==> src/rtl/pipe_narrow_pkg.sv <==
// Shared types and helpers for the wide-to-narrow beat splitter.
package pipe_narrow_pkg;

    typedef enum logic {
        IDLE = 1'b0,
        BUSY = 1'b1
    } state_t;

    // Beat counter width; never less than one bit.
    function automatic int unsigned cnt_width(input int unsigned ratio);
        return (ratio <= 2) ? 1 : $clog2(ratio);
    endfunction

endpackage

==> src/rtl/pipe_narrow_if.sv <==
// Pipe handshake bundles: PipeOut is a dequeue-side source, PipeIn an enqueue-side sink.
interface PipeOut #(parameter int unsigned WIDTH = 32);
    logic             deq__ENA;
    logic             deq__RDY;
    logic [WIDTH-1:0] first;
    logic             first__RDY;

    modport client (output deq__ENA, input deq__RDY, input first, input first__RDY);
    modport server (input deq__ENA, output deq__RDY, output first, output first__RDY);
endinterface

interface PipeIn #(parameter int unsigned WIDTH = 8);
    logic             enq__ENA;
    logic [WIDTH-1:0] enq_v;
    logic             enq__RDY;

    modport client (output enq__ENA, output enq_v, input enq__RDY);
    modport server (input enq__ENA, input enq_v, output enq__RDY);
endinterface

==> src/rtl/pipe_narrow.sv <==
// Splits each WIDE-bit source word into WIDE/NARROW beats, one per cycle.
// Define PIPE_NARROW_MSB_FIRST_EN to issue the most-significant beat first.
module pipe_narrow
    import pipe_narrow_pkg::*;
#(
    parameter int unsigned WIDE   = 32,
    parameter int unsigned NARROW = 8
) (
    input  logic   CLK,
    input  logic   RST,
    PipeOut.client src,
    PipeIn.client  snk
);

    localparam int unsigned RATIO = WIDE / NARROW;
    localparam int unsigned CW    = cnt_width(RATIO);
    localparam logic [CW-1:0] LAST_CNT = CW'(RATIO - 1);

    if (((WIDE % NARROW) != 0) || (RATIO < 2)) begin : g_bad_cfg
        $error("pipe_narrow: WIDE must be a multiple of NARROW with WIDE/NARROW >= 2");
    end

    state_t          state;
    logic [WIDE-1:0] shift_q;
    logic [CW-1:0]   cnt;

    logic              beat_c;
    logic              last_beat_c;
    logic              load_c;
    logic [NARROW-1:0] beat_data_c;
    logic [WIDE-1:0]   shift_next_c;

    // Handshake decode: a stalled sink freezes everything, including loads from IDLE.
    always_comb begin
        beat_c      = 1'b0;
        last_beat_c = 1'b0;
        load_c      = 1'b0;
        if (!RST && snk.enq__RDY) begin
            beat_c      = (state == BUSY);
            last_beat_c = beat_c && (cnt == LAST_CNT);
            load_c      = src.deq__RDY && src.first__RDY &&
                          ((state == IDLE) || last_beat_c);
        end
    end

`ifdef PIPE_NARROW_MSB_FIRST_EN
    assign beat_data_c  = shift_q[WIDE-1 -: NARROW];
    assign shift_next_c = shift_q << NARROW;
`else
    assign beat_data_c  = shift_q[NARROW-1:0];
    assign shift_next_c = shift_q >> NARROW;
`endif

    assign src.deq__ENA = load_c;
    assign snk.enq__ENA = beat_c;
    assign snk.enq_v    = (state == BUSY) ? beat_data_c : '0;

    // A reload on the last beat takes priority so words stream back to back.
    always_ff @(posedge CLK) begin
        if (RST) begin
            state   <= IDLE;
            shift_q <= '0;
            cnt     <= '0;
        end else if (load_c) begin
            state   <= BUSY;
            shift_q <= src.first;
            cnt     <= '0;
        end else if (last_beat_c) begin
            state   <= IDLE;
            shift_q <= '0;
            cnt     <= '0;
        end else if (beat_c) begin
            shift_q <= shift_next_c;
            cnt     <= cnt + CW'(1);
        end
    end

endmodule
==> src/flat_wrapper.sv <==
// flat-port wrapper written by rule: the top's interface ports become plain ports
module pipe_narrow_flat import pipe_narrow_pkg::*;
#(
    parameter int unsigned WIDE   = 32,
    parameter int unsigned NARROW = 8
)
  (CLK, RST, src_deq__ENA, src_deq__RDY, src_first, src_first__RDY, snk_enq__ENA, snk_enq_v, snk_enq__RDY);
  PipeOut src_i ();
  PipeIn snk_i ();
  input  logic CLK;
  input  logic RST;
  output wire logic [$bits(src_i.deq__ENA)-1:0] src_deq__ENA;
  input wire logic [$bits(src_i.deq__RDY)-1:0] src_deq__RDY;
  input wire logic [$bits(src_i.first)-1:0] src_first;
  input wire logic [$bits(src_i.first__RDY)-1:0] src_first__RDY;
  output wire logic [$bits(snk_i.enq__ENA)-1:0] snk_enq__ENA;
  output wire logic [$bits(snk_i.enq_v)-1:0] snk_enq_v;
  input wire logic [$bits(snk_i.enq__RDY)-1:0] snk_enq__RDY;
  assign src_deq__ENA = src_i.deq__ENA;
  assign src_i.deq__RDY = src_deq__RDY;
  assign src_i.first = src_first;
  assign src_i.first__RDY = src_first__RDY;
  assign snk_enq__ENA = snk_i.enq__ENA;
  assign snk_enq_v = snk_i.enq_v;
  assign snk_i.enq__RDY = snk_enq__RDY;
  pipe_narrow #(.WIDE(WIDE), .NARROW(NARROW)) u_core (.CLK(CLK), .RST(RST), .src(src_i), .snk(snk_i));
endmodule
==> config.mk <==
export PLATFORM = sky130hd
export DESIGN_NAME = pipe_narrow_flat
export DESIGN_NICKNAME = d
export VERILOG_FILES = /design/src/rtl/pipe_narrow_pkg.sv /design/src/rtl/pipe_narrow_if.sv /design/src/rtl/pipe_narrow.sv /design/src/flat_wrapper.sv
export SDC_FILE = /design/constraint.sdc
export NUM_CORES = 1
export LEC_CHECK = 0
export ABC_AREA = 1
export ABC_CLOCK_PERIOD_IN_PS = 1750
export BUFFER_PORTS_ARGS = -buffer_cell sky130_fd_sc_hd__buf_4
export CORE_AREA = 3 3 66 68
export DETAILED_ROUTE_END_ITERATION = 10
export DIE_AREA = 0 0 69 71
export PLACE_DENSITY_LB_ADDON = 0.12
export SYNTH_ARGS = -nofsm -noshare
export SYNTH_HDL_FRONTEND = slang
export SYNTH_SLANG_ARGS = --single-unit
==> constraint.sdc <==
create_clock -name CLK -period 1.75 [get_ports CLK]
set_input_delay 0.0875 -clock CLK [delete_from_list [all_inputs] [get_ports CLK]]
set_output_delay 0.0875 -clock CLK [all_outputs]
set_load 0.01 [all_outputs]
==> results.tsv <==
metric	value	unit
first-pass GRT wire length	8.09	mm
# setup viols final	0	
number of nets with antenna violations after routing	0	
initial antenna violation count	0	
Post-Syn Instances	315	
ys flop type	dfxtp_1	
Pint	0.00142	W
clock share of power	0.405	
Peak Freq	615	MHz
first drt pass iteration count	5	
Starting DRT DRC Count	93	
num rows	23	
post-synth cell types	20	
Post-synth EDFFs	0	
RSZ-0062 raised after global routing	false	
Final Max Tran Viols	0	
# DRC	0	
Slowest-stage cell, CP	dfxtp_1	
clk sinks	35	
DR WL/cell	11.9	um
WL final	4.82	mm
DPL Wire Length	3.16	mm
Switching Share	0.242	
CTS Hold Bufs	0	
CP bufs+invs	3	
number of buffers created by CTS	5	
Fin. Hold Viols	0	
max_cap viols	0	
P per Cell Area	751	mW/mm^2
GR Util met3	0.0511	
fin crit period	1.63	ns
largest net degree at the start of global routing	27	
crit path max fanout	16	
syn avg cell area	6.49	um^2
Die Area	0.00490	mm^2
peak supply drop	0.502	mV
Worst Path Required	1.66	ns
core area	0.00391	mm^2
final period utilization	0.930	
Lkg Pwr	1.22	nW
most frequent cells in the layout	nand2_1, nor2_1, buf_4	
power share of the combinational group	0.141	
routability cong.	0.739	
Rel. slew slack	0.647	
Die Ht	71	um
Max Buffers Root-to-Sink	2	
sw power	0.000452	W
WS Path Type	register to output port	
Top delay family on crit path	buffers and inverters	
number of synthesis warnings	0	
ant diodes	0	
most used cell, CP	buf_4	
Area growth syn-to-layout	22.0	%
met2 Track Usage GR	0.355	
total number of vias	2005	
CTS H-Tree Depth	2	
Final Skew	0.00820	ns
Starting Density	0.522	
Post-synth ARST share	0	
commonest non-fill, non-tap cell in the layout	nand2_1	
Die Width	69	um
setup TNS	0	ns
Slew @ Worst Pin	0.528	ns
TritonCTS clock tree	yes	
post-CTS setup repair buffer count	0	
fraction of layout instances using a drive strength above 1	0.207	
Startpoint Class	register	
Top Usage Layer GRT	met2	
total grt overflow	0	
I/O pins	47	
CTS root buf	clkbuf_8	
Cell Area, Placed	0.00238	mm^2
Layout Nets	394	
Vias per Instance	4.93	
syn nets	353	
CP Capture Type	output port	
HP Class	input pin to register	
design area	0.00249	mm^2
Worst-Skew Late Latency	0.29	ns
Final Instance Count excl. Fillers	407	
total track usage	0.203	
Netlist Area Pre-Place	0.00204	mm^2
Worst Path Arrival	1.54	ns
placed insts	399	
CTS resizes	0	
clk slew on worst S/H paths	0.08	ns
status	finished, final reports clean	
Seq pwr share	0.453	
met1 usage	0.239	
buffers added on ports	46	
vias in the first global route	1793	
post-synthesis sequential area ratio	0.343	
critical-path cell list	buf_4 -> nand2_2 -> nand2_1 -> nor2_4 -> buf_4 -> buf_4	
fill cell count	390	
Seq cells post-synth	35	
CP max stage delay	0.45	ns
sequential cells by signal, indices dropped and copies added, names as in the netlist:
name            flops
u_core.state        1
u_core.shift_q     32
u_core.cnt          2
cells by family after synthesis:
logic type,Yosys count,share of synthesized area
AND/OR/NAND/NOR,234,0.528
XOR/XNOR,1,0.00428
adder cells (fa/ha/maj),1,0.00612
AO/OA/AOI/OAI,9,0.0220
flip-flops,35,0.343
buffers and inverters,35,0.0973
cell usage after synthesis (2+ instances only):
library cell,n,area share
a21oi_1,9,0.022
buf_2,10,0.024
buf_4,4,0.015
buf_6,5,0.028
clkbuf_1,2,0.0037
dfxtp_1,35,0.34
inv_1,12,0.022
nand2_1,94,0.17
nand2_2,3,0.0092
nand2_4,2,0.011
nand3_1,34,0.083
nand3b_1,24,0.088
nor2_1,73,0.13
nor2_4,2,0.011
tightest hold or removal path, delay by kind of cell:
family                 cells  cell delay [ns]
AO/OA/AOI/OAI              1             0.05
buffers and inverters      1             0.10
AND/OR/NAND/NOR            1             0.05
cell type report:
| type | count | area [um^2] | area share |
|---|---|---|---|
| Clock inverter | 2 | 35.0 | 0.0140 |
| Sequential cell | 35 | 701 | 0.281 |
| Timing Repair Buffer | 55 | 413 | 0.166 |
| Multi-Input combinational cell | 245 | 1140 | 0.459 |
| Inverter | 14 | 55.1 | 0.0221 |
| Clock buffer | 6 | 82.6 | 0.0331 |
| Tap cell | 50 | 62.6 | 0.0251 |
per-layer routing:
metal,share of wire,vias up
met1,0.45,883
met4,0.012,0
met5,0,-
li1,-,1069
met2,0.48,49
met3,0.050,4
stage by stage:
stage | total power [W] | util | setup slack (ns) | hold slack (ns)
5_1_grt | 0.00196 | 0.637 | 0.0361 | 0.0563
2_1_floorplan | 0.00104 | - | 0.394 | 0.235
4_1_cts | 0.00189 | 0.637 | 0.104 | 0.0430
3_3_place_gp | 0.00113 | 0.607 | 0.333 | 0.353
6_report | 0.00187 | 0.637 | 0.123 | 0.0569
3_5_place_dp | 0.00113 | 0.607 | 0.317 | 0.358
path summary, 6_finish.rpt:
kind	from	end	slack (ns)	cells after the start
max reg2reg	u_core.cnt[0]	u_core.shift_q[13]	0.31	8
min reg2reg	u_core.shift_q[31]	u_core.shift_q[31]	0.48	2
min	src_first[30]	u_core.shift_q[30]	0.06	3
max	u_core.state	src_deq__ENA	0.12	6
power groups by stage:
stage / Combinational, W / Clock (W) / Sequential, W
final: 0.000265 / 0.000759 / 0.000848
after global routing: 0.000296 / 0.000813 / 0.000852
after CTS: 0.000267 / 0.000780 / 0.000848
after detailed placement: 0.000265 / 0 / 0.000866
after global placement: 0.000262 / 0 / 0.000866
after floorplan: 0.000175 / 0 / 0.000860
(Power assumes the default switching activity.)
